<file path="src/rtl/keypad_entry.sv">
// 4x4 matrix keypad scanner with debounce, building a nibble-packed display number
// handed off over valid/ready. Optional beep output when KEY_BEEP_EN is defined.
module keypad_entry #(
    parameter int SCAN_DIV       = 16,
    parameter int DEBOUNCE_SCANS = 4,
    parameter int BEEP_CYCLES    = 1000
) (
    input  logic        clk,
    input  logic        rst_n,
    output logic [3:0]  row_out,
    input  logic [3:0]  col_in,
    output logic [31:0] number,
    output logic [3:0]  digit_cnt,
    output logic        key_valid,
    output logic [3:0]  key_code,
    output logic        enter_valid,
`ifdef KEY_BEEP_EN
    output logic        beep,
`endif
    input  logic        enter_ready
);

    localparam int DIV_W = $clog2(SCAN_DIV);
    localparam int CNT_W = $clog2(DEBOUNCE_SCANS + 1);
    localparam logic [DIV_W-1:0] DIV_LAST = DIV_W'(SCAN_DIV - 1);
    localparam logic [CNT_W-1:0] DEB_DONE = CNT_W'(DEBOUNCE_SCANS);

    typedef enum logic [1:0] {IDLE, DEB, HELD} state_t;

    logic [3:0]       col_meta_reg, col_sync_reg;
    logic [DIV_W-1:0] div_reg;
    logic [1:0]       row_reg;
    logic             hit_reg, multi_reg;
    logic [3:0]       code_reg;
    state_t           state_reg, state_next;
    logic [3:0]       cand_reg, cand_next;
    logic [CNT_W-1:0] cnt_reg, cnt_next, cnt_inc;
    logic             key_fire;
    logic             key_valid_reg;
    logic [3:0]       key_code_reg;
    logic [31:0]      number_reg;
    logic [3:0]       digit_cnt_reg;
    logic             enter_valid_reg;

    logic       sample_tick, scan_end;
    logic [3:0] col_act;
    logic [1:0] col_idx;
    logic       row_single, row_multi;
    logic [3:0] row_code;
    logic       scan_single, scan_multi, scan_none;
    logic [3:0] scan_code;

    function automatic logic [3:0] key_lookup(input logic [1:0] r, input logic [1:0] c);
        case ({r, c})
            4'h0: return 4'h1;  4'h1: return 4'h2;  4'h2: return 4'h3;  4'h3: return 4'hA;
            4'h4: return 4'h4;  4'h5: return 4'h5;  4'h6: return 4'h6;  4'h7: return 4'hB;
            4'h8: return 4'h7;  4'h9: return 4'h8;  4'hA: return 4'h9;  4'hB: return 4'hC;
            4'hC: return 4'hE;  4'hD: return 4'h0;  4'hE: return 4'hF;  default: return 4'hD;
        endcase
    endfunction

    always_ff @(posedge clk or negedge rst_n) begin
        if (!rst_n) begin
            col_meta_reg <= 4'hF;
            col_sync_reg <= 4'hF;
            div_reg      <= '0;
            row_reg      <= 2'd0;
        end else begin
            col_meta_reg <= col_in;
            col_sync_reg <= col_meta_reg;
            if (sample_tick) begin
                div_reg <= '0;
                row_reg <= row_reg + 2'd1;
            end else begin
                div_reg <= div_reg + DIV_W'(1);
            end
        end
    end

    assign row_out     = ~(4'b0001 << row_reg);
    assign sample_tick = (div_reg == DIV_LAST);
    assign scan_end    = sample_tick && (row_reg == 2'd3);
    assign col_act     = ~col_sync_reg;

    always_comb begin
        col_idx = 2'd0;
        for (int c = 3; c >= 0; c--) begin
            if (col_act[c]) col_idx = 2'(c);
        end
    end

    assign row_single = (col_act != 4'd0) && ((col_act & (col_act - 4'd1)) == 4'd0);
    assign row_multi  = (col_act != 4'd0) && !row_single;
    assign row_code   = key_lookup(row_reg, col_idx);

    // Current row's sample folded into the rows already seen this scan.
    assign scan_multi  = multi_reg || row_multi || (hit_reg && row_single);
    assign scan_single = !scan_multi && (hit_reg || row_single);
    assign scan_none   = !scan_multi && !scan_single;
    assign scan_code   = hit_reg ? code_reg : row_code;

    always_ff @(posedge clk or negedge rst_n) begin
        if (!rst_n) begin
            hit_reg   <= 1'b0;
            multi_reg <= 1'b0;
            code_reg  <= 4'd0;
        end else if (scan_end) begin
            hit_reg   <= 1'b0;
            multi_reg <= 1'b0;
            code_reg  <= 4'd0;
        end else if (sample_tick) begin
            hit_reg   <= hit_reg || row_single;
            multi_reg <= scan_multi;
            code_reg  <= scan_code;
        end
    end

    assign cnt_inc = cnt_reg + CNT_W'(1);

    always_comb begin
        state_next = state_reg;
        cand_next  = cand_reg;
        cnt_next   = cnt_reg;
        key_fire   = 1'b0;
        if (scan_end) begin
            case (state_reg)
                IDLE: if (scan_single) begin
                    state_next = DEB;
                    cand_next  = scan_code;
                    cnt_next   = CNT_W'(1);
                end
                DEB: if (scan_single && (scan_code == cand_reg)) begin
                    if (cnt_inc == DEB_DONE) begin
                        key_fire   = 1'b1;
                        state_next = HELD;
                        cnt_next   = '0;
                    end else begin
                        cnt_next = cnt_inc;
                    end
                end else begin
                    state_next = IDLE;
                end
                HELD: if (scan_none) begin
                    cnt_next = cnt_inc;
                    if (cnt_inc == DEB_DONE) state_next = IDLE;
                end else begin
                    cnt_next = '0;
                end
                default: state_next = IDLE;
            endcase
        end
    end

    always_ff @(posedge clk or negedge rst_n) begin
        if (!rst_n) begin
            state_reg     <= IDLE;
            cand_reg      <= 4'd0;
            cnt_reg       <= '0;
            key_valid_reg <= 1'b0;
            key_code_reg  <= 4'd0;
        end else begin
            state_reg     <= state_next;
            cand_reg      <= cand_next;
            cnt_reg       <= cnt_next;
            key_valid_reg <= key_fire;
            if (key_fire) key_code_reg <= cand_reg;
        end
    end

    // A pending entry freezes the buffer; keys seen meanwhile are dropped.
    always_ff @(posedge clk or negedge rst_n) begin
        if (!rst_n) begin
            number_reg      <= 32'hFFFF_FFFF;
            digit_cnt_reg   <= 4'd0;
            enter_valid_reg <= 1'b0;
        end else if (enter_valid_reg) begin
            if (enter_ready) begin
                enter_valid_reg <= 1'b0;
                number_reg      <= 32'hFFFF_FFFF;
                digit_cnt_reg   <= 4'd0;
            end
        end else if (key_valid_reg) begin
            case (key_code_reg)
                4'hA: if (digit_cnt_reg != 4'd0) begin
                    number_reg    <= {4'hF, number_reg[31:4]};
                    digit_cnt_reg <= digit_cnt_reg - 4'd1;
                end
                4'hB: begin
                    number_reg    <= 32'hFFFF_FFFF;
                    digit_cnt_reg <= 4'd0;
                end
                4'hF: if (digit_cnt_reg != 4'd0) enter_valid_reg <= 1'b1;
                4'hC, 4'hD, 4'hE: ;
                default: if (digit_cnt_reg < 4'd8) begin
                    number_reg    <= {number_reg[27:0], key_code_reg};
                    digit_cnt_reg <= digit_cnt_reg + 4'd1;
                end
            endcase
        end
    end

`ifdef KEY_BEEP_EN
    localparam int BEEP_W = $clog2(BEEP_CYCLES + 1);
    logic [BEEP_W-1:0] beep_cnt_reg;

    always_ff @(posedge clk or negedge rst_n) begin
        if (!rst_n) begin
            beep_cnt_reg <= '0;
        end else if (key_valid_reg) begin
            beep_cnt_reg <= BEEP_W'(BEEP_CYCLES);
        end else if (beep_cnt_reg != '0) begin
            beep_cnt_reg <= beep_cnt_reg - BEEP_W'(1);
        end
    end

    assign beep = (beep_cnt_reg != '0);
`endif

    assign number      = number_reg;
    assign digit_cnt   = digit_cnt_reg;
    assign key_valid   = key_valid_reg;
    assign key_code    = key_code_reg;
    assign enter_valid = enter_valid_reg;

endmodule

</file>
<file path="config.mk">
export PLATFORM = sky130hd
export DESIGN_NAME = keypad_entry
export DESIGN_NICKNAME = d
export VERILOG_FILES = /design/src/rtl/keypad_entry.sv
export SDC_FILE = /design/constraint.sdc
export NUM_CORES = 1
export LEC_CHECK = 0
export BUFFER_PORTS_ARGS = -buffer_cell sky130_fd_sc_hd__buf_4
export CELL_PAD_IN_SITES_DETAIL_PLACEMENT = 1
export CELL_PAD_IN_SITES_GLOBAL_PLACEMENT = 1
export CORE_MARGIN = 5
export CORE_UTILIZATION = 40
export CTS_CLUSTER_SIZE = 28
export DETAILED_ROUTE_END_ITERATION = 8
export GPL_TIMING_DRIVEN = 0
export PLACE_DENSITY = 0.8
export RECOVER_POWER = 50
export SETUP_SLACK_MARGIN = 0.3
export SLEW_MARGIN = 10
export SYNTH_ARGS = -nofsm -noshare
export SYNTH_HDL_FRONTEND = slang
export SYNTH_SLANG_ARGS = --single-unit
</file>
<file path="constraint.sdc">
create_clock -name clk -period 3.3 [get_ports clk]
set_clock_uncertainty 0.2 [all_clocks]
set_input_delay 0.66 -clock clk [delete_from_list [all_inputs] [get_ports clk]]
set_output_delay 0.66 -clock clk [all_outputs]
set_load 0.03 [all_outputs]
</file>
==> results by group <==
Outcome
  – Status: complete, but fails checks
  – Failing checks: max-capacitance violations, max-slew violations

STA
  – Min Clock Period, post-route: roughly 3200 ps
  – Final count of hold timing violations: 0
  – Final Max Slew Viols: between 70 and 80
  – Final worst path period share: a little over nine tenths
  – Count of final setup violators: 0
  – Worst-margin pin slew: between 1500 and 2000 ps
  – Smallest hold slack: about 160 ps
  – Fmax: ~310 MHz
  – RSZ-0062 raised after global routing: yes
  – Max-Slew Margin vs Limit: -18.7%

Routing
  – Max Used Layer: met4
  – WL met2: 6.14 mm
  – Via Count: roughly 3600
  – Remaining DRCs: 0
  – Routed vias/inst: about 5.5
  – WL met3: between 500 and 600 µm
  – Metal-1 WL: roughly 5 mm
  – Initial DRC count: between 100 and 150
  – Final antenna-violating net count: 0
  – Routed WL per cell: 18.4 µm
  – DR pass1 iterations: 5
  – Routed wire length: between 10 and 15 mm

Yosys
  – Cell area after synthesis: approximately 4000 µm²
  – Number of synthesized register bits: 71
  – Synth area leader: dfstp_2
  – Synth cell count leaders: nor2_1, o21ai_0, dfstp_2
  – Synth cell types: 52
  – Number of synthesized flops with an enable pin: 0
  – Mean Syn Cell Area: slightly above 9 µm²
  – Top-count cell post-synth: nor2_1
  – Syn_nets: 465
  – Fraction of registers with async set or reset after synthesis: 100%
  – Area contributors post-synth: dfstp_2, dfrtp_1, ha_1
  – Sequential-to-total area share from yosys stat: 45.7%
  – Share of the synthesized area in the top cell type: 26.3%
  – Mapped Cells: 439
  – Ys Warns: 0
  – Dominant synthesized flop cell: dfstp_2

Global routing
  – Number of global-route vias before repair: approximately 3800
  – First-pass GRT wire length: just under 20 mm
  – Pin count of the biggest net entering global routing: 72
  – Gr ovfl total: 0
  – Overall Global Routing Usage: roughly a fifth
  – Antenna violations before repair: 0

Floorplanning
  – Core ar.: about 9800 µm²
  – I/O pin total: 53
  – Initial Util: about two fifths
  – Die width: approximately 110 µm
  – Die Ht: roughly 110 µm
  – DIE AREA: roughly 12000 µm²
  – Rows: 36

Clock tree
  – Num CTS Buffers: 9
  – CTS tree: yes
  – CTS Sinks: approximately 70
  – H-tree levels: 3
  – Post-CTS Hold Buffers: 0
  – CTS Buffer Depth: 2
  – Worst-path clk slew: 80 ps
  – Clk root buf: clkbuf_8
  – Later-pin clock latency in the skew report: between 300 and 400 ps

Place
  – Port bufs: 52
  – Global placer's final weighted congestion: between 0.8 and 0.9
  – Post-detail-place hpwl: about 8.4 mm
  – DP Area: roughly 4600 µm²

Hold path
  – HP Class: flip-flop to flip-flop

Pwr
  – P_leak: around 2.1 nW
  – Maximum VDD drop: about 0.18 mV
  – Power per cell area: roughly 430 nW/µm²

Critical path
  – Largest fanout on the critical path: 6
  – CP Capture Type: flip-flop
  – Critical path data required time: roughly 3400 ps
  – Critical Path AT: between 3000 and 4000 ps
  – CP Class: flip-flop to flip-flop
  – Setup crit start kind: flip-flop

Layout
  – Final nets: between 500 and 600
  – Fillers: around 1200
  – Finished Cell Area: approximately 5000 µm²
  – Max FFs per register: 32
  – Fraction of layout cells with a size suffix above 1: between 30 and 40%
  – Layout area overhead: 26.1%
  – Ant. Diodes: 0

Flow run
  – # Max-Cap Violations: 1
-- kinds of logic (layout without fill, tap and decap cells) --
group / Yosys count / in the layout / share of synthesized area (%)
AOI/OAI and AO/OA: 127 / 127 / 19.1
xor gates and xnor gates: 9 / 9 / 1.97
adders and majority gates: 19 / 19 / 6.13
buffers and inverters: 52 / 138 / 5.13
DFF: 71 / 71 / 45.7
muxes: 11 / 11 / 3.00
and+or+nand+nor: 150 / 150 / 19.0
-- area by class of cell --
class                           instances  area (µm²)  area share [%]
Multi-Input combinational cell        316        2120            42.0
Sequential cell                        71        1830            36.2
Timing Repair Buffer                   70         513            10.2
Tap cell                              133         166            3.30
Buffer                                 31         149            2.95
Clock buffer                            9         124            2.46
Inverter                               21        83.8            1.66
Clock inverter                          7        60.1            1.19
-- worst max-delay path, cell delays in order (launching register included) --
cell,delay [ps]
dfstp_2,540
buf_6,130
buf_12,110
nand3_4,110
ha_4,280
nor2b_4,140
o31ai_4,90
or3_4,400
a221o_1,360
nor4_4,150
buf_6,170
nand3_4,120
mux2_4,320
-- power breakdown --
part           internal [W]  switching [W]
registers          0.000978      0.0000700
logic              0.000174       0.000275
clock network      0.000288       0.000388
-- metrics by stage --
step / setup TNS (ps) / setup WS (ps) / total power [W] / utilization [%] / std cells
floorplan: 0 / 97.2 / 0.00131 / - / 439
global placement: -1220 / -217 / 0.00146 / 47.3 / 624
detailed placement: -2150 / -335 / 0.00148 / 47.3 / 624
CTS: 0 / 80.6 / 0.00218 / 50.7 / 650
global route: -213 / -59.9 / 0.00228 / 51.6 / 658
finish: 0 / 69.7 / 0.00217 / 51.6 / 658
-- layer usage --
metal	vias to the layer above	track usage, %
li1	1719	-
met1	1807	25.2
met2	93	36.6
met3	22	3.26
met4	0	7.48
met5	-	0
-- placed cells by master, fill, tap and decap left out, types with 8 or more instances in the layout --
cell and n:
buf_4 57, nor2_1 48, o21ai_0 42, dfstp_2 40
dfrtp_1 31, or3_1 30, a31oi_1 28, nand2_1 26
clkbuf_1 26, a21oi_1 22, inv_1 17, ha_1 15
clkbuf_8 9, nand3_1 8, nand2b_1 8
-- timing repair --
item                       CTS  global route
buffers inserted            10             8
pin swaps                    6             7
gates resized for setup     15            16
setup endpoints to repair   10            41
-- worst paths after layout --
path	start	end	slack (ps)	depth (start not counted)
worst max-delay path	col_sync_reg[1]	key_code[1]	70	12
worst min-delay path	col_meta_reg[3]	col_sync_reg[3]	160	0
worst max register to register	col_sync_reg[1]	key_code[1]	70	12
worst min register to register	col_meta_reg[3]	col_sync_reg[3]	160	0
max in group asynchronous	rst_n	cnt_reg[2]	1270	1
min in group asynchronous	rst_n	digit_cnt[0]	550	1
Note: power is estimated with default switching activity, not from simulation.
